===== src/rtl/reset_sequencer.sv =====
// rtl/reset_sequencer.sv - staged reset release gated by a filtered, synchronised PLL lock
module reset_sequencer #(
  parameter int WAIT_BITS   = 20,
  parameter int NUM_STAGES  = 3,
  parameter int STAGE_GAP   = 16,
  parameter int LOCK_FILTER = 4
) (
  input  logic                  sysclk,
  input  logic                  reset_n,
  input  logic                  pll_locked,
  input  logic                  sw_reset_req,
  input  logic                  clr_sticky,
  output logic [NUM_STAGES-1:0] rst_out_n,
  output logic                  all_ready,
  output logic                  lock_lost
);

  typedef enum logic [1:0] {WAIT_LOCK, SETTLE, RELEASE, RUN} state_e;

  localparam logic [3:0]           FILT_LAST   = 4'(LOCK_FILTER - 1);
  localparam logic [7:0]           GAP_LAST    = 8'(STAGE_GAP - 1);
  localparam logic [WAIT_BITS-1:0] SETTLE_LAST = '1;

  state_e                state_q, state_d;
  logic [1:0]            sync_q;
  logic [3:0]            filt_q, filt_d;
  logic [WAIT_BITS-1:0]  settle_q, settle_d;
  logic [7:0]            gap_q, gap_d;
  logic [NUM_STAGES-1:0] rst_q, rst_d;
  logic                  ready_q, ready_d;
  logic                  lost_q, lost_d;
  logic                  lk_s;
  logic [NUM_STAGES:0]   shifted;

  assign lk_s    = sync_q[1];
  // Thermometer shift: releasing the next stage can never re-assert an earlier one.
  assign shifted = {rst_q, 1'b1};

  always_comb begin
    state_d  = state_q;
    filt_d   = filt_q;
    settle_d = settle_q;
    gap_d    = gap_q;
    rst_d    = rst_q;
    ready_d  = ready_q;
    lost_d   = clr_sticky ? 1'b0 : lost_q;

    if (state_q != WAIT_LOCK && !lk_s) begin
      state_d  = WAIT_LOCK;
      filt_d   = '0;
      settle_d = '0;
      gap_d    = '0;
      rst_d    = '0;
      ready_d  = 1'b0;
      lost_d   = 1'b1;
    end else begin
      case (state_q)
        WAIT_LOCK: begin
          if (!lk_s) begin
            filt_d = '0;
          end else if (filt_q == FILT_LAST) begin
            filt_d   = '0;
            settle_d = '0;
            state_d  = SETTLE;
          end else begin
            filt_d = filt_q + 4'd1;
          end
        end
        SETTLE: begin
          if (settle_q == SETTLE_LAST) begin
            settle_d = '0;
            gap_d    = '0;
            rst_d    = NUM_STAGES'(1);
            ready_d  = rst_d[NUM_STAGES-1];
            state_d  = rst_d[NUM_STAGES-1] ? RUN : RELEASE;
          end else begin
            settle_d = settle_q + 1'b1;
          end
        end
        RELEASE, RUN: begin
          if (sw_reset_req) begin
            rst_d    = '0;
            ready_d  = 1'b0;
            settle_d = '0;
            gap_d    = '0;
            state_d  = SETTLE;
          end else if (state_q == RELEASE) begin
            if (gap_q == GAP_LAST) begin
              gap_d = '0;
              rst_d = shifted[NUM_STAGES-1:0];
              if (rst_d[NUM_STAGES-1]) begin
                ready_d = 1'b1;
                state_d = RUN;
              end
            end else begin
              gap_d = gap_q + 8'd1;
            end
          end
        end
        default: state_d = WAIT_LOCK;
      endcase
    end
  end

  always_ff @(posedge sysclk or negedge reset_n) begin
    if (!reset_n) begin
      state_q  <= WAIT_LOCK;
      sync_q   <= '0;
      filt_q   <= '0;
      settle_q <= '0;
      gap_q    <= '0;
      rst_q    <= '0;
      ready_q  <= 1'b0;
      lost_q   <= 1'b0;
    end else begin
      state_q  <= state_d;
      sync_q   <= {sync_q[0], pll_locked};
      filt_q   <= filt_d;
      settle_q <= settle_d;
      gap_q    <= gap_d;
      rst_q    <= rst_d;
      ready_q  <= ready_d;
      lost_q   <= lost_d;
    end
  end

  assign rst_out_n = rst_q;
  assign all_ready = ready_q;
  assign lock_lost = lost_q;

endmodule

===== config.mk =====
export PLATFORM = sky130hd
export DESIGN_NAME = reset_sequencer
export DESIGN_NICKNAME = d
export VERILOG_FILES = /design/src/rtl/reset_sequencer.sv
export SDC_FILE = /design/constraint.sdc
export NUM_CORES = 1
export LEC_CHECK = 0
export BUFFER_PORTS_ARGS = -buffer_cell sky130_fd_sc_hd__buf_2
export CORE_MARGIN = 1.5
export CORE_UTILIZATION = 40
export DETAILED_ROUTE_END_ITERATION = 8
export SETUP_SLACK_MARGIN = 0.1
export SYNTH_ARGS = -nofsm -noshare
export SYNTH_HDL_FRONTEND = slang
export SYNTH_SLANG_ARGS = --single-unit

===== constraint.sdc =====
create_clock -name sysclk -period 3.95 [get_ports sysclk]
set_input_delay 0.79 -clock sysclk [delete_from_list [all_inputs] [get_ports sysclk]]
set_output_delay 0.79 -clock sysclk [all_outputs]
set_load 0.02 [all_outputs]

==> flow_summary.yaml, run 1 <==
detailed_routing:
  viasPerCell: 5.717
  antenna_left: 0
  drt_iter0_markers: 113
  drcViolationCount: 0
  via_count: 1818
  post_drt_wl_per_cell_um: 14.44
  first_pass_iters: 4
  wirelength_um: 4591
timing:
  setup_viol: 0
  final_max_slew_viol_count: 0
  timing.fmax_mhz: 428.9
  worst_pin_slew_ns: 0.9237
  finalCriticalPeriod_ns: 2.331
  finalHoldViolations: 0
  rsz0062_at_grt: "false"
  period_share: 0.5902
  hold_ws_ns: 0.3525
  fin_setup_tns_ns: 0
  clock-skew-final_ns: 0.002751
  slew_headroom: 0.3842
yosys:
  synth_top_area_frac: 0.4667
  synth_top_area_cell: "dfrtp_1"
  ys_types: 44
  synth_nets: 249
  synthCells: 241
  netlist_area_mm2: 0.002198
  yosys_warnings: 0
  ys_top_cells_by_area: "dfrtp_1, o31ai_1, o21ai_0"
  ys_seq_elements: 41
  synthFlopType: "dfrtp_1"
  yosysSeqAreaShare: 0.4667
  synthArstFlopShare: 1.000
  synth-edff-count: 0
  syn_area_per_cell_um2: 9.122
pwr:
  net-switching-power_uw: 428.1
  p_clk_frac: 0.237
  cellPowerDensity_mw_per_mm2: 472.8
  swShare: 0.3805
  p_leak_uw: 0.001048
  p_seq_frac: 0.454
  p_comb_frac: 0.310
  p_int_uw: 697.0
  max-vdd-ir-drop_mv: 0.3359
finish:
  fin_nets: 255
  final_cell_mix: "dfrtp_1, nand2_1, o21ai_0, nor2_1, a21oi_1"
  drive_gt1_frac: 0.1129
  area_growth_pct: 8.253
  fill_cells: 516
  post-route-util: 0.4572
  final_common_cell: "dfrtp_1"
  diodes: 0
status:
  status: "finished clean"
worst_setup_path:
  slowest_stage: "a21oi_2"
  crit_arrival_ns: 2.54
  reg2reg_slack_ns: 1.62
  critPathMaxFanout: 16
  path_class: "register to register"
  slowest_delay_ns: 0.67
  rr_endpoint: "settle_q[19]"
  cp_data_required_time_ns: 4.16
  startpoint_type: "register"
  r2r-start: "sync_q[1]"
  crit_chain: "nand3b_1 -> a21oi_2 -> buf_4 -> o21ai_0 -> a31oi_1"
  endpoint_kind: "register"
  r2r_cells: 5
cts:
  cts_buffers: 5
  clk_pin_slew_ns: 0.08
  cts_resized: 0
  cts_tree: "done"
  clockBufferDepth: 2
  hold_buffers: 0
  h-tree-depth: 2
  cts_num_sinks: 41
  cts_root_buf: "clkbuf_8"
  clk_latency_ns: 0.29
  post_cts_buffers: 0
grt:
  grt_overflow: 0
  antenna_found_initial: 0
  grt_pass1_wl_um: 8066
  grtUsageTotal: 0.1697
  grt_pass1_vias: 1608
  grt_max_degree: 42
worst_hold_path:
  hp-class: "register to register"
  hold_path_end: "sync_q[1]"
  hold_start: "sync_q[0]"
  hold_depth: 0
floorplan:
  fp.dieH_um: 77.14
  start_util: 0.4224
  design.core.area_mm2: 0.005205
  dieArea_mm2: 0.005950
  die_w_um: 77.14
  pin_count: 10
  num_rows: 26
placement:
  hpwl_um: 3069
  place_congestion: 0.7791
  io_buffers: 9
job:
  drv_cap: 0
how the worst max path moves through the flow:
stage	end	cells after the start	from
floorplan	gap_q[7]	5	sw_reset_req
global placement	gap_q[7]	6	sw_reset_req
detailed placement	gap_q[7]	6	sw_reset_req
CTS	settle_q[19]	5	sync_q[1]
global route	settle_q[19]	5	sync_q[1]
finish	settle_q[19]	5	sync_q[1]
layout make-up:
| cell class | instances | area, µm² | area share |
|---|---|---|---|
| Clock buffer | 6 | 72.57 | 0.03049 |
| Clock inverter | 2 | 10.01 | 0.004206 |
| Inverter | 9 | 33.78 | 0.01420 |
| Multi-Input combinational cell | 180 | 1097 | 0.4611 |
| Sequential cell | 41 | 1026 | 0.4311 |
| Tap cell | 70 | 87.58 | 0.03680 |
| Timing Repair Buffer | 10 | 52.55 | 0.02208 |
power by group through the flow:
stage	Combinational [µW]	Sequential, µW	Clock [µW]
4_1_cts	350	511	278
6_report	348	511	266
3_5_place_dp	348	519	0
2_1_floorplan	251	523	0
3_3_place_gp	344	518	0
5_1_grt	397	520	297
synthesized netlist by cell type, types with 2 or more instances:
cell type / number
a21o_1: 3
nor3_1: 4
ha_1: 3
a22o_1: 3
nand2b_1: 2
o21ai_0: 19
and2_1: 3
a31oi_1: 12
mux2i_1: 3
a41oi_1: 2
or2_2: 2
dfrtp_1: 41
nand3b_1: 3
nor2_1: 18
and3_1: 5
a21boi_0: 2
o31ai_1: 14
buf_2: 3
nand4_1: 7
nand2_1: 24
a21oi_1: 18
nor3b_1: 2
clkbuf_1: 8
nand3_1: 12
inv_1: 9
worst max-delay path, delay by kind of cell (launching register included):
kind | cells | cell delay (ns)
AO/OA/AOI/OAI | 3 | 0.95
flip-flops | 1 | 0.54
AND/OR/NAND/NOR | 1 | 0.45
buffers and inverters | 1 | 0.32
sequential cells by signal, indices dropped and copies added, names as in the netlist:
signal / cells
filt_q: 4
lock_lost: 1
all_ready: 1
settle_q: 20
sync_q: 2
gap_q: 8
state_q: 2
rst_out_n: 3
metrics by stage:
step | power [µW] | cell area (µm²) | worst slack (ns) | std cells
floorplan | 774.6 | 2198 | 1.933 | 241
global placement | 861.7 | 2297 | 1.663 | 310
detailed placement | 867.2 | 2297 | 1.603 | 310
CTS | 1139 | 2380 | 1.659 | 318
global route | 1214 | 2380 | 1.426 | 318
finish | 1125 | 2380 | 1.619 | 318
kinds of logic (layout without fill, tap and decap cells):
family | Yosys count | after routing | share of synthesized area
muxes | 3 | 3 | 0.01366
DFF | 41 | 41 | 0.4667
xor gates and xnor gates | 1 | 1 | 0.003985
AOI/OAI and AO/OA | 79 | 79 | 0.2265
buffers and inverters | 20 | 27 | 0.03585
and+or+nand+nor | 94 | 94 | 0.2362
adders and majority gates | 3 | 3 | 0.01708
per-layer routing:
metal / share of wire / routed length (µm) / up-vias / global-route usage
met5: 0 / 0 / - / 0
met4: 0.012 / 57 / 0 / 0.05455
met3: 0.038 / 176 / 5 / 0.03571
met2: 0.43 / 1967 / 39 / 0.2342
met1: 0.52 / 2389 / 872 / 0.2611
li1: - / - / 902 / -
(Power assumes the default switching activity.)
==> run 2, diff against run 1 <==
==> constraint.sdc (replaced) <==
create_clock -name sysclk -period 2.05 [get_ports sysclk]
set_input_delay 0.41 -clock sysclk [delete_from_list [all_inputs] [get_ports sysclk]]
set_output_delay 0.41 -clock sysclk [all_outputs]
set_load 0.02 [all_outputs]
==> flow_summary.yaml, run 2 (synthesis results as in run 1) <==
worst_setup_path:
  slowest_delay_ns: 0.45
  path_buf_inv: 0
  cp_data_required_time_ns: 2.26
  crit_arrival_ns: 2.11
  r2r-start: "settle_q[12]"
  crit_chain: "nand4_1 -> nor4_4 -> a21oi_4 -> or3_4 -> o31ai_4"
  critPathMaxFanout: 5
  r2r_cells: 5
  reg2reg_slack_ns: 0.14
  path_class: "register to register"
  slowest_stage: "or3_4"
  endpoint_kind: "register"
  rr_endpoint: "gap_q[3]"
  cp_num_cells: 5
  critPathTopFamily: "simple AND/OR/NAND/NOR gates"
  startpoint_type: "register"
timing:
  finalHoldViolations: 0
  fin_setup_tns_ns: 0
  setup_viol: 0
  period_share: 0.9312
  worst_pin_slew_ns: 0.6105
  fin_ws_ns: 0.1410
  clock-skew-final_ns: 0.004058
  rsz0062_at_grt: "true"
  finalCriticalPeriod_ns: 1.909
  slew_headroom: 0.5893
  hold_ws_ns: 0.05093
  final_max_slew_viol_count: 0
  timing.fmax_mhz: 523.8
detailed_routing:
  wirelength_um: 4779
  viasPerCell: 5.634
  drt_iter0_markers: 83
  drcViolationCount: 0
  first_pass_iters: 4
  post_drt_wl_per_cell_um: 14.22
  antenna_left: 0
  via_count: 1893
floorplan:
  dieArea_mm2: 0.005950
  design.core.area_mm2: 0.005205
  die_w_um: 77.14
  pin_count: 10
  fp.dieH_um: 77.14
  start_util: 0.4224
  num_rows: 26
finish:
  diodes: 0
  fin_area_mm2: 0.002663
  drive_gt1_frac: 0.2068
  largest_reg_flops: 20
  final_cell_mix: "dfrtp_1, nand2_1, o21ai_0, nor2_1"
  fill_cells: 498
  top_regs: "settle_q x20, gap_q x8, filt_q x4"
  regMostFlops: "settle_q"
  instances_no_fill: 336
  area_growth_pct: 21.12
  final_common_cell: "dfrtp_1"
  fin_nets: 273
status:
  status: "finished clean"
placement:
  hpwl_um: 3312
  dp.cells: 324
  place_ws_ns: 0.1061
  io_buffers: 9
  place_congestion: 0.7793
  dpl_cell_area_mm2: 0.002415
pwr:
  p_leak_uw: 0.001177
  max-vdd-ir-drop_mv: 0.6978
  cellPowerDensity_mw_per_mm2: 968.4
job:
  drv_cap: 0
cts:
  hold_buffers: 0
  clockBufferDepth: 2
  clk_latency_ns: 0.29
  cts_num_sinks: 41
  cts_root_buf: "clkbuf_8"
  cts_buffers: 5
  clk_pin_slew_ns: 0.08
  h-tree-depth: 2
  cts_tree: "done"
grt:
  grt_overflow: 0
  grtUsageTotal: 0.1697
  antenna_found_initial: 0
  grt_pass1_wl_um: 8045
  grt_max_degree: 26
  grt_pass1_vias: 1744
worst_hold_path:
  hp-class: "input pin to async pin"
## run 2: changes by cell type in the layout (fill, tap and decap cells not counted), sizes merged
cell    before  now
buf         10   28
bufinv       0    2
clkbuf       6    5
clkinv       2    1
## run 2: through the flow
stage | utilization | total power (µW)
after floorplan | - | 1493
after global placement | 0.4639 | 1772
after detailed placement | 0.4639 | 1775
after CTS | 0.4899 | 2555
after global routing | 0.5115 | 2744
final | 0.5115 | 2578
## run 2: worst max-delay path by stage
stage,startpoint,endpoint
final,settle_q[12],gap_q[3]
after global routing,settle_q[13],settle_q[19]
after CTS,gap_q[5],rst_out_n[0]
after detailed placement,gap_q[5],rst_out_n[0]
after global placement,gap_q[5],rst_out_n[2]
after floorplan,settle_q[0],gap_q[7]
## run 2: cell type report
class                           instances  area [µm²]  area share
Tap cell                               70       87.58     0.03289
Timing Repair Buffer                   28       203.9     0.07660
Clock inverter                          3       65.06     0.02444
Sequential cell                        41        1028      0.3863
Multi-Input combinational cell        180        1175      0.4413
Clock buffer                            5       68.82     0.02585
Inverter                                9       33.78     0.01269
## run 2: report_power, final
| group | internal, µW | switching [µW] | leakage, µW |
|---|---|---|---|
| combinational | 329 | 508 | 0.000555 |
| sequential | 893 | 73.9 | 0.000554 |
| clock | 484 | 290 | 0.0000681 |
| total | 1710 | 872 | 0.00118 |
## run 2: repair_timing
item	4_1_cts	5_1_grt
setup buffers	0	4
setup endpoints to repair	5	25
gates resized for setup	1	14
endpoints found under the hold margin	0	0
pin swaps	0	5
## run 2: metal layers
metal / wire length, µm / up-vias / track usage
met5: 0 / - / 0
met4: 81 / 0 / 0.06545
met3: 183 / 8 / 0.04167
met2: 2030 / 34 / 0.2456
met1: 2484 / 913 / 0.2425
li1: - / 938 / -
